<file path="src/rtl/demux_sel_sequencer.sv">
// demux_sel_sequencer: upstream driver for a 1x4 demultiplexer.
// It accepts one bit per valid/ready handshake and drives the demux f/sel
// inputs for HOLD_CYCLES cycles, then an idle gap of GAP_CYCLES cycles.
// The destination is either addressed per transfer or chosen round-robin.
// Saturating per-channel counters record the completed deliveries.
module demux_sel_sequencer #(
    parameter int HOLD_CYCLES = 4,
    parameter int GAP_CYCLES  = 1,
    parameter int CNT_W       = 8
) (
    input  logic             clk,
    input  logic             rst,
    input  logic             in_valid,
    output logic             in_ready,
    input  logic             in_data,
    input  logic [1:0]       in_dest,
    input  logic             rr_mode,
    input  logic             clr_cnt,
    output logic             f,
    output logic [1:0]       sel,
    output logic             busy,
    output logic             done,
    output logic [CNT_W-1:0] cnt_a,
    output logic [CNT_W-1:0] cnt_b,
    output logic [CNT_W-1:0] cnt_c,
    output logic [CNT_W-1:0] cnt_d
);

    localparam int HW = (HOLD_CYCLES > 1) ? $clog2(HOLD_CYCLES) : 1;
    localparam int GW = (GAP_CYCLES > 1) ? $clog2(GAP_CYCLES) : 1;
    localparam logic [HW-1:0] HOLD_LAST = HW'(HOLD_CYCLES - 1);
    localparam logic [GW-1:0] GAP_LAST  = GW'((GAP_CYCLES > 0) ? (GAP_CYCLES - 1) : 0);

    typedef enum logic [1:0] {
        S_IDLE  = 2'd0,
        S_DRIVE = 2'd1,
        S_GAP   = 2'd2
    } state_t;

    state_t           state_q;
    logic [HW-1:0]    hold_q;
    logic [GW-1:0]    gap_q;
    logic [1:0]       rr_ptr_q;
    logic             f_q;
    logic [1:0]       sel_q;
    logic             busy_q;
    logic             done_q;
    logic             ready_q;
    logic [CNT_W-1:0] cnt_q [4];
    logic             drive_end_s;

    // Saturating increment: the counter sticks at all-ones instead of wrapping.
    function automatic logic [CNT_W-1:0] sat_inc(input logic [CNT_W-1:0] v);
        if (v == {CNT_W{1'b1}}) begin
            return v;
        end else begin
            return v + CNT_W'(1);
        end
    endfunction

    // The final DRIVE cycle is the one whose hold count has run down to zero.
    assign drive_end_s = (state_q == S_DRIVE) && (hold_q == HW'(0));

    // Transfer sequencer: IDLE/DRIVE/GAP with registered f, sel, busy, done, ready.
    always_ff @(posedge clk or posedge rst) begin
        if (rst) begin
            state_q  <= S_IDLE;
            hold_q   <= HW'(0);
            gap_q    <= GW'(0);
            rr_ptr_q <= 2'd0;
            f_q      <= 1'b0;
            sel_q    <= 2'd0;
            busy_q   <= 1'b0;
            done_q   <= 1'b0;
            ready_q  <= 1'b0;
        end else begin
            case (state_q)
                S_IDLE: begin
                    if (in_valid && ready_q) begin
                        // Destination and mode are sampled only here.
                        f_q     <= in_data;
                        sel_q   <= rr_mode ? rr_ptr_q : in_dest;
                        hold_q  <= HOLD_LAST;
                        done_q  <= (HOLD_CYCLES == 1);
                        busy_q  <= 1'b1;
                        ready_q <= 1'b0;
                        state_q <= S_DRIVE;
                        if (rr_mode) begin
                            rr_ptr_q <= rr_ptr_q + 2'd1;
                        end else begin
                            rr_ptr_q <= rr_ptr_q;
                        end
                    end else begin
                        ready_q <= 1'b1;
                    end
                end
                S_DRIVE: begin
                    if (hold_q == HW'(0)) begin
                        // sel keeps its value so the demux never glitches to another channel.
                        f_q    <= 1'b0;
                        done_q <= 1'b0;
                        if (GAP_CYCLES == 0) begin
                            busy_q  <= 1'b0;
                            ready_q <= 1'b1;
                            state_q <= S_IDLE;
                        end else begin
                            gap_q   <= GAP_LAST;
                            state_q <= S_GAP;
                        end
                    end else begin
                        hold_q <= hold_q - HW'(1);
                        done_q <= (hold_q == HW'(1));
                    end
                end
                S_GAP: begin
                    if (gap_q == GW'(0)) begin
                        busy_q  <= 1'b0;
                        ready_q <= 1'b1;
                        state_q <= S_IDLE;
                    end else begin
                        gap_q <= gap_q - GW'(1);
                    end
                end
                default: begin
                    state_q <= S_IDLE;
                    f_q     <= 1'b0;
                    busy_q  <= 1'b0;
                    done_q  <= 1'b0;
                    ready_q <= 1'b0;
                end
            endcase
        end
    end

    // Delivery counters: clear has priority over the completion increment.
    always_ff @(posedge clk or posedge rst) begin
        if (rst) begin
            for (int i = 0; i < 4; i++) begin
                cnt_q[i] <= '0;
            end
        end else if (clr_cnt) begin
            for (int i = 0; i < 4; i++) begin
                cnt_q[i] <= '0;
            end
        end else if (drive_end_s) begin
            cnt_q[sel_q] <= sat_inc(cnt_q[sel_q]);
        end else begin
            for (int i = 0; i < 4; i++) begin
                cnt_q[i] <= cnt_q[i];
            end
        end
    end

    assign in_ready = ready_q;
    assign f        = f_q;
    assign sel      = sel_q;
    assign busy     = busy_q;
    assign done     = done_q;
    assign cnt_a    = cnt_q[0];
    assign cnt_b    = cnt_q[1];
    assign cnt_c    = cnt_q[2];
    assign cnt_d    = cnt_q[3];

endmodule
</file>
<file path="config.mk">
export PLATFORM = sky130hd
export DESIGN_NAME = demux_sel_sequencer
export DESIGN_NICKNAME = d
export VERILOG_FILES = /design/src/rtl/demux_sel_sequencer.sv
export SDC_FILE = /design/constraint.sdc
export NUM_CORES = 1
export LEC_CHECK = 0
export CORE_MARGIN = 2
export CORE_UTILIZATION = 55
export DETAILED_ROUTE_END_ITERATION = 12
export GPL_TIMING_DRIVEN = 1
export PLACE_DENSITY = 0.81
export SETUP_SLACK_MARGIN = 0.02
export SYNTH_ARGS = -nofsm -noshare
export SYNTH_HDL_FRONTEND = slang
export SYNTH_SLANG_ARGS = --single-unit
</file>
<file path="constraint.sdc">
create_clock -name clk -period 3 [get_ports clk]
set_input_delay 0.3 -clock clk [delete_from_list [all_inputs] [get_ports clk]]
set_output_delay 0.3 -clock clk [all_outputs]
set_load 0.01 [all_outputs]
</file>
Word level (Yosys, flattened, before mapping)
Cells that the tools add are included.

storage, ports and cells
  flip-flop bits (word level) = 45
  latch bits = 0
  RAM bits = 0
  memory bits (read-only) = 0
  input bits = 8
  output and inout port bits = 38
  word-level logic and storage cells = 80
  memories kept = 0

operators by class
  add/sub/neg operators = 4
  multipliers = 0
  divide/modulo/power cells = 0
  order comparisons = 2
  equal/unequal tests = 8
  shifts and indexed selects = 0
  multiplexer cells = 33
  bitwise gates (word level) = 3
  reductions and logical operators = 17

operator list
  operator                                                                       count
  32-bit 2-to-1 mux                                                              2
  8-bit 2-to-1 mux                                                               6
  32-bit bitwise mux                                                             1
  8-bit binary-select mux with 2-bit select                                      1
  8-bit demux with 2-bit select                                                  1
  3-bit AND reduction                                                            5
  2-bit 2-to-1 mux                                                               6
  1-bit case mux with 3 select lines                                             4
  1-bit 2-to-1 mux                                                               9
  8-bit by 1-bit adder with 8-bit output (second input constant)                 1
  8-bit == test (second input constant)                                          1
  2-bit AND reduction                                                            4
  2-bit inequality test (second input constant)                                  3
  2-bit case mux with 3 select lines                                             1
  2-bit nonzero test                                                             3
  2-bit by 1-bit == test with 1-bit output (second input constant)               2
  2-bit logical NOT                                                              2
  2-bit case mux with 2 select lines                                             1
  3-bit greater-or-equal comparator (second input constant)                      1
  1-bit logical AND                                                              3
  3-bit by 1-bit less-than comparator with 1-bit output (second input constant)  1
  2-bit inverter with 3-bit output                                               1
  2-bit by 1-bit adder with 2-bit output (second input constant)                 1
  2-bit == test (second input constant)                                          1
  5 further kinds                                                                6

Logic depth before layout (Yosys ltp)
  depth in word-level cells = 11
  mapped depth = 8
  gate-level depth less buffers = 6

Least setup slack after synthesis
No wires, ideal clock.

  kind = flip-flop to flip-flop
  from = register sel_q[0], in the netlist sel[0]
  to = register cnt_q (netlist bit cnt_b[0])
  setup time = 0.122 ns
  arrival = 2.030 ns
  data required time = 2.878 ns
  setup slack = 0.849 ns
  cell stages (with the launch flop) = 8
  buffers on the path = 2
  period minus slack after synthesis = 2.151 ns
  cell sequence = dfrtp_1 buf_2 buf_2 mux4_2 ha_1 nand3_1 or3_4 a32o_1

on the way
  cells in the longest elaborated chain, start to end = 11
  elaborated cells between the ends (all ways) = 17
  classes of those cells = 1 x add/sub; 2 x order compare; 1 x eq/ne; 11 x mux; 1 x bitwise; 1 x reduce/logical

RTL lines
  item                                                                            RTL line  RTL
  from (decl)                                                                     45        logic [1:0] sel_q;
  from (signal assigned)                                                          82        sel_q <= rr_mode ? rr_ptr_q : in_dest;
  2-bit inverter with 3-bit output (not written as such) (*)                      146       cnt_q[sel_q] <= sat_inc(cnt_q[sel_q]);
  8-bit binary-select mux with 2-bit select                                       146
  8-bit 2-to-1 mux (not written as such) (2 in series)                            146
  8-bit by 1-bit adder with 8-bit output / 8-bit == test (equally long branches)  57, 54
  8-bit 2-to-1 mux                                                                54        if (v == {CNT_W{1'b1}}) begin
  8-bit 2-to-1 mux                                                                145       end else if (drive_end_s) begin
  8-bit 2-to-1 mux                                                                141       end else if (clr_cnt) begin
  32-bit bitwise mux (*)                                                          146
  32-bit 2-to-1 mux (*)                                                           145
  32-bit 2-to-1 mux (*)                                                           141
  to (signal, indexed assignment)                                                 146
  to (signal, indexed assignment)                                                 149       cnt_q[i] <= cnt_q[i];
  to (decl)                                                                       49        logic [CNT_W-1:0] cnt_q [4];

Mark *: on every way between the ends. The rest lies on a longest branch, timed or not. The select of a mux whose other input is x is not followed.
A chain may end at the register's enable or synchronous reset.

Worst setup path in the final report
Ends and elaborated chain as after synthesis.

==> metrics.txt <==
final clock skew 0.00415 ns; Area after DPL 2780 sq um; PostCTS Resize Cnt 0; worst slew pin tran 0.994 ns; top_reg_cell synth dfrtp_1; Root Buffer Master clkbuf_8; Max Slew Vio Count 0; max incr delay on CP 0.76 ns; vias in the first global route 1877; worst vdd rail ir drop 460 uV; worst reg2reg path startpoint sel[0]; Synth Register Bits 44; post-synthesis net count 219; die height 68.5 um; 1st-pass router iterations 4; antenna-violating nets left 0; Die X 68.5 um; Setup TNS Final 0 ns; cts bufs inserted 5; Starting Density 0.571; Core Rows 23; layout cells sized above 1 0.0934; EDFF count, synth 0; WS Path Type reg -> reg; DR WL/cell 19.0 um; Buffers & Inverters on Critical Path 0; Iter 0 DRT Violations 221; Yosys cell types 43; latest clock arrival within the worst-skew pair 0.30 ns; final number of hold-violating endpoints 0; crit-path max FO 17; FF-to-FF setup slack 0.46 ns; Max-cap violations 0; Hold Path Class in -> async; Crit path max-delay family flip-flops; critical path depth in cells 5; WL final 5.83 mm; CTS Hold Bufs 0; initial antenna violation count 0; Cells after Synth 208; Ys Warns 0; Arrival @ worst endpoint 2.73 ns; status finished clean; dpl hpwl 3.98 mm; sequential fraction of the synthesis area 0.482; Startpoint Class register; Critical Path Sink Type register; total die area 4690 sq um; Total Nets Final 267; first-pass GRT wire length 9.43 mm; total grt overflow 0; Ports 46; # setup viols final 0; maximum clock rate 394 MHz; TritonCTS clock tree yes; async set or reset register ratio after synthesis 1.00; Critical Path Sink cnt_b[0]; Vias 1970; fin area 2910 sq um; Final Cycle Share 0.846; residual DRC count 0; Relative slew margins 0.334; PwrDens 591 nW/um^2; crit-path cells mux4_2 -> ha_1 -> nand3_1 -> or3_4 -> a32o_1; CP required 3.19 ns; clock-pin slew on the worst setup and hold paths 0.08 ns; largest net degree at the start of global routing 45; Placeable Area 4000 sq um; H-tree Lvls 2; Antenna Cells 0; Placer Congestion 0.863; Longest Clk Path Bufs 2; Post-Syn Area 2280 sq um; FILL cells 327; Pleak 0.00117 uW; Post-CTS Setup Inserts 0; unrepaired setup endpoints after global routing no; Final min period 2.54 ns; R2R Path End cnt_b[0]; vias per cell 6.42; Worst path slowest cell dfrtp_1; R2R depth 5; All-Layer GR Usage 0.280; Crit. Startpoint sel[0]; clock sinks 44; Layout Utilization 0.726; area delta synth->final 27.2%; Mapped Avg Cell Area 11.0 sq um; PortBufs 45
==> per-stage QoR <==
stage	power [uW]	hold WS, ns	cells	setup slack (ns)
floorplan	1080	0.445	208	0.849
global placement	1230	0.462	299	0.651
detailed placement	1240	0.470	299	0.569
CTS	1730	0.453	307	0.494
global route	1810	0.493	307	0.348
finish	1720	0.445	307	0.461
==> state kept, by name, indices dropped and copies added (netlist names) <==
register  flops
cnt_a         8
cnt_b         8
cnt_c         8
cnt_d         8
hold_q        2
rr_ptr_q      2
sel           2
state_q       2
busy          1
done          1
f             1
in_ready      1
==> report_power, final <==
group          internal (uW)  switching, uW  total (uW)  leakage [uW]
Sequential               668            140         807      0.000587
Combinational            227            190         417      0.000523
Clock                    294            201         494     0.0000645
==> cells by family (layout without fill, tap and decap cells) <==
| family | Yosys count | after routing | share of synthesized area |
|---|---|---|---|
| compound gates | 57 | 57 | 0.185 |
| xor+xnor | 2 | 2 | 0.00767 |
| fa+ha+maj | 3 | 3 | 0.0164 |
| buf+inv | 11 | 60 | 0.0230 |
| flops | 44 | 44 | 0.482 |
| mux | 11 | 11 | 0.0942 |
| simple gates | 80 | 80 | 0.192 |
==> synth_stat cells, types with 5 or more instances <==
master	n	area [sq um]
dfrtp_1	44	1100
nand3_1	8	40.0
inv_1	5	18.8
a21oi_1	6	30.0
mux4_2	7	158
o31ai_1	16	120
nor2_1	7	26.3
nand2_1	36	135
a32o_1	8	80.1
o211ai_1	12	90.1
==> layout make-up <==
cell class	count	area (sq um)	share of cell area
multi-input cells	153	1130	0.389
flip-flops and latches	44	1100	0.379
repair buffers	47	465	0.160
clock buffers	7	96.3	0.0332
well taps	50	62.6	0.0215
clock inverters	1	30.0	0.0103
inverters	5	18.8	0.00646
==> layer usage <==
metal | global-route usage | vias to the layer above | wire length (um)
met5 | 0 | - | 0
li1 | - | 899 | -
met2 | 0.466 | 80 | 3060
met3 | 0.0724 | 12 | 342
met1 | 0.358 | 979 | 2330
met4 | 0.0825 | 0 | 97
==> tightest hold or removal path, delay by kind of cell <==
| kind | cells | cell delay [ns] |
|---|---|---|
| buffers and inverters | 3 | 0.91 |
==> worst min path at each step <==
stage / cells past startpoint / end / start / slack (ns)
global route: 3 / state_q[1] / rst / 0.49
global placement: 1 / rr_ptr_q[1] / rr_ptr_q[1] / 0.46
detailed placement: 1 / rr_ptr_q[1] / rr_ptr_q[1] / 0.47
finish: 3 / cnt_c[6] / rst / 0.44
floorplan: 1 / rr_ptr_q[1] / rr_ptr_q[1] / 0.45
CTS: 3 / f / rst / 0.45
==> layout by cell type (no fill, tap or decap), drive strengths merged <==
| master | netlist | routed |
|---|---|---|
| buf | 4 | 2 |
| nor4b | 1 | 1 |
| clkdlybuf4s50 | 0 | 45 |
| mux4 | 8 | 8 |
| or3 | 2 | 2 |
| o31ai | 16 | 16 |
| o21ai | 4 | 4 |
| nor2 | 7 | 7 |
| nand4 | 5 | 5 |
| a32oi | 1 | 1 |
| a21boi | 1 | 1 |
| mux2 | 1 | 1 |
| nor3b | 2 | 2 |
| ha | 3 | 3 |
| a21oi | 7 | 7 |
| mux2i | 2 | 2 |
| dfrtp | 44 | 44 |
| o211a | 1 | 1 |
| nor2b | 2 | 2 |
| nand2b | 2 | 2 |
| o211ai | 12 | 12 |
| and3b | 1 | 1 |
| and2 | 3 | 3 |
| a32o | 8 | 8 |
| o22ai | 2 | 2 |
| bufinv | 0 | 1 |
| a31oi | 4 | 4 |
| xnor2 | 2 | 2 |
| nand2 | 36 | 36 |
| nor4bb | 2 | 2 |
| and4 | 2 | 2 |
| and3 | 5 | 5 |
| nand3b | 2 | 2 |
| a211o | 1 | 1 |
| nand3 | 8 | 8 |
| inv | 5 | 5 |
| clkbuf | 2 | 7 |
(Power assumes the default switching activity.)
==> RTL change (config.mk and constraints unchanged) <==
Re-encode `state_t` (3 states) as one-hot, 3 bits wide.
--- a/src/rtl/demux_sel_sequencer.sv
+++ b/src/rtl/demux_sel_sequencer.sv
@@ -32,8 +32,8 @@
     localparam logic [GW-1:0] GAP_LAST  = GW'((GAP_CYCLES > 0) ? (GAP_CYCLES - 1) : 0);
 
-    typedef enum logic [1:0] {
-        S_IDLE  = 2'd0,
-        S_DRIVE = 2'd1,
-        S_GAP   = 2'd2
+    typedef enum logic [2:0] {
+        S_IDLE  = 3'b001,
+        S_DRIVE = 3'b010,
+        S_GAP   = 3'b100
     } state_t;
 
Check against the original RTL: same outputs for any inputs over 10 cycles, from zero or initial values and one cycle with rst high; not proved beyond that.
==> RTL change against the unedited design <==
Power is 4.7% lower; sequential share of layout area fell by 1.9 points; critical path depth unchanged; setup slack improved by 0.14 ns; wire length up 10%; synthesized cell count is 13% higher; sequential cell count up 1; area after synthesis up 10%; via count grew 12%; final area is 7.8% higher; first-iteration DRC count grew 49%; utilization down 1.2 points; sequential power is 5.3% lower; non-clock buffer count increased by 8; critical endpoint is now cnt_b[3]$_DFFE_PP0P_; largest cell class unchanged.
==> RTL change: results (changes against the unedited design) <==
| Metric | Value |
|---|---|
| Status | `finished, final reports clean` |
| Iteration-0 DRC Markers | `329 (+49%)` |
| Critical Path Max Stage Delay | `0.66 ns (-0.10 ns)` |
| Mux share of post-synthesis cell area | `8.80% (-0.62 points)` |
| Comb pwr | `0.423 mW (+1%)` |
| Commonest cells in the synthesized netlist | `44 x dfrtp_1, 32 x nand2_1, 12 x nor2_1, 12 x o211ai_1, 11 x nand3_1` |
| WL per Instance | `19.1 um (+0.45%)` |
| Unique cell type count in the Yosys netlist | `53 (+23%)` |
| Final nets | `296 (+11%)` |
| Clock skew | `0.0175 ns (+0.0134 ns)` |
| Post-detail-place hpwl | `4570 um (+15%)` |
| Placed Cells | `330 (+10%)` |
| Worst R2R Start | `sel[1]$_DFFE_PP0P_` |
| CP Max Fanout | `15 (-2)` |
| Power Internal | `1.13 mW (-4.5%)` |
| Maximum vdd drop | `0.000407 V (-12%)` |
| Synth area leaders | `dfrtp_1 44%, mux4_2 7.2%, nand2_1 4.8%, o211ai_1 3.6%, a32o_1 3.2%` |
| Slowest CP cell | `mux4_2` |
| DRT Wirelength | `6430 um (+10%)` |
| Share of cells above drive strength 1 | `12.3% (+2.9 points)` |
| Vias in the first global route | `2089 (+11%)` |
| R2R setup slack | `0.60 ns (+0.14 ns)` |
| LEAKAGE | `1.28 nW (+9.3%)` |
| Syn Nets | `246 (+12%)` |
| Crit share post-route | `80.0% (-4.6 points)` |
| Top delay family on crit path | `multiplexers` |
| GRT Overall Usage | `26.8% (-1.2 points)` |
-- RTL change: worst register-to-register path, cell delays in order, from the launching register on --
cell     delay (ns)
dfrtp_1        0.50
buf_4          0.26
mux4_2         0.66
and4_1         0.32
a21o_1         0.27
a32o_1         0.26
-- RTL change: routing by layer --
metal,vias to the layer above,track usage (%),routed length (um)
li1,1020,-,-
met1,1090,37.0,2730
met2,94,42.3,3140
met5,-,0,0
met4,0,8.60,94
met3,10,6.33,456
-- RTL change: layout make-up --
cell class	count	area (um2)	area share [%]
inverters	5	18.8	0.599
well taps	52	65.1	2.08
repair buffers	55	526	16.8
multi-input cells	173	1290	41.2
clock inverters	2	35.0	1.12
flip-flops and latches	45	1130	36.0
clock buffers	5	68.8	2.20
-- RTL change: cells by family after synthesis --
group,count (synthesis)
AOI/OAI and AO/OA,59
muxes,12
and+or+nand+nor,97
adders and majority gates,3
DFF,45
buffers and inverters,17
xor gates and xnor gates,2
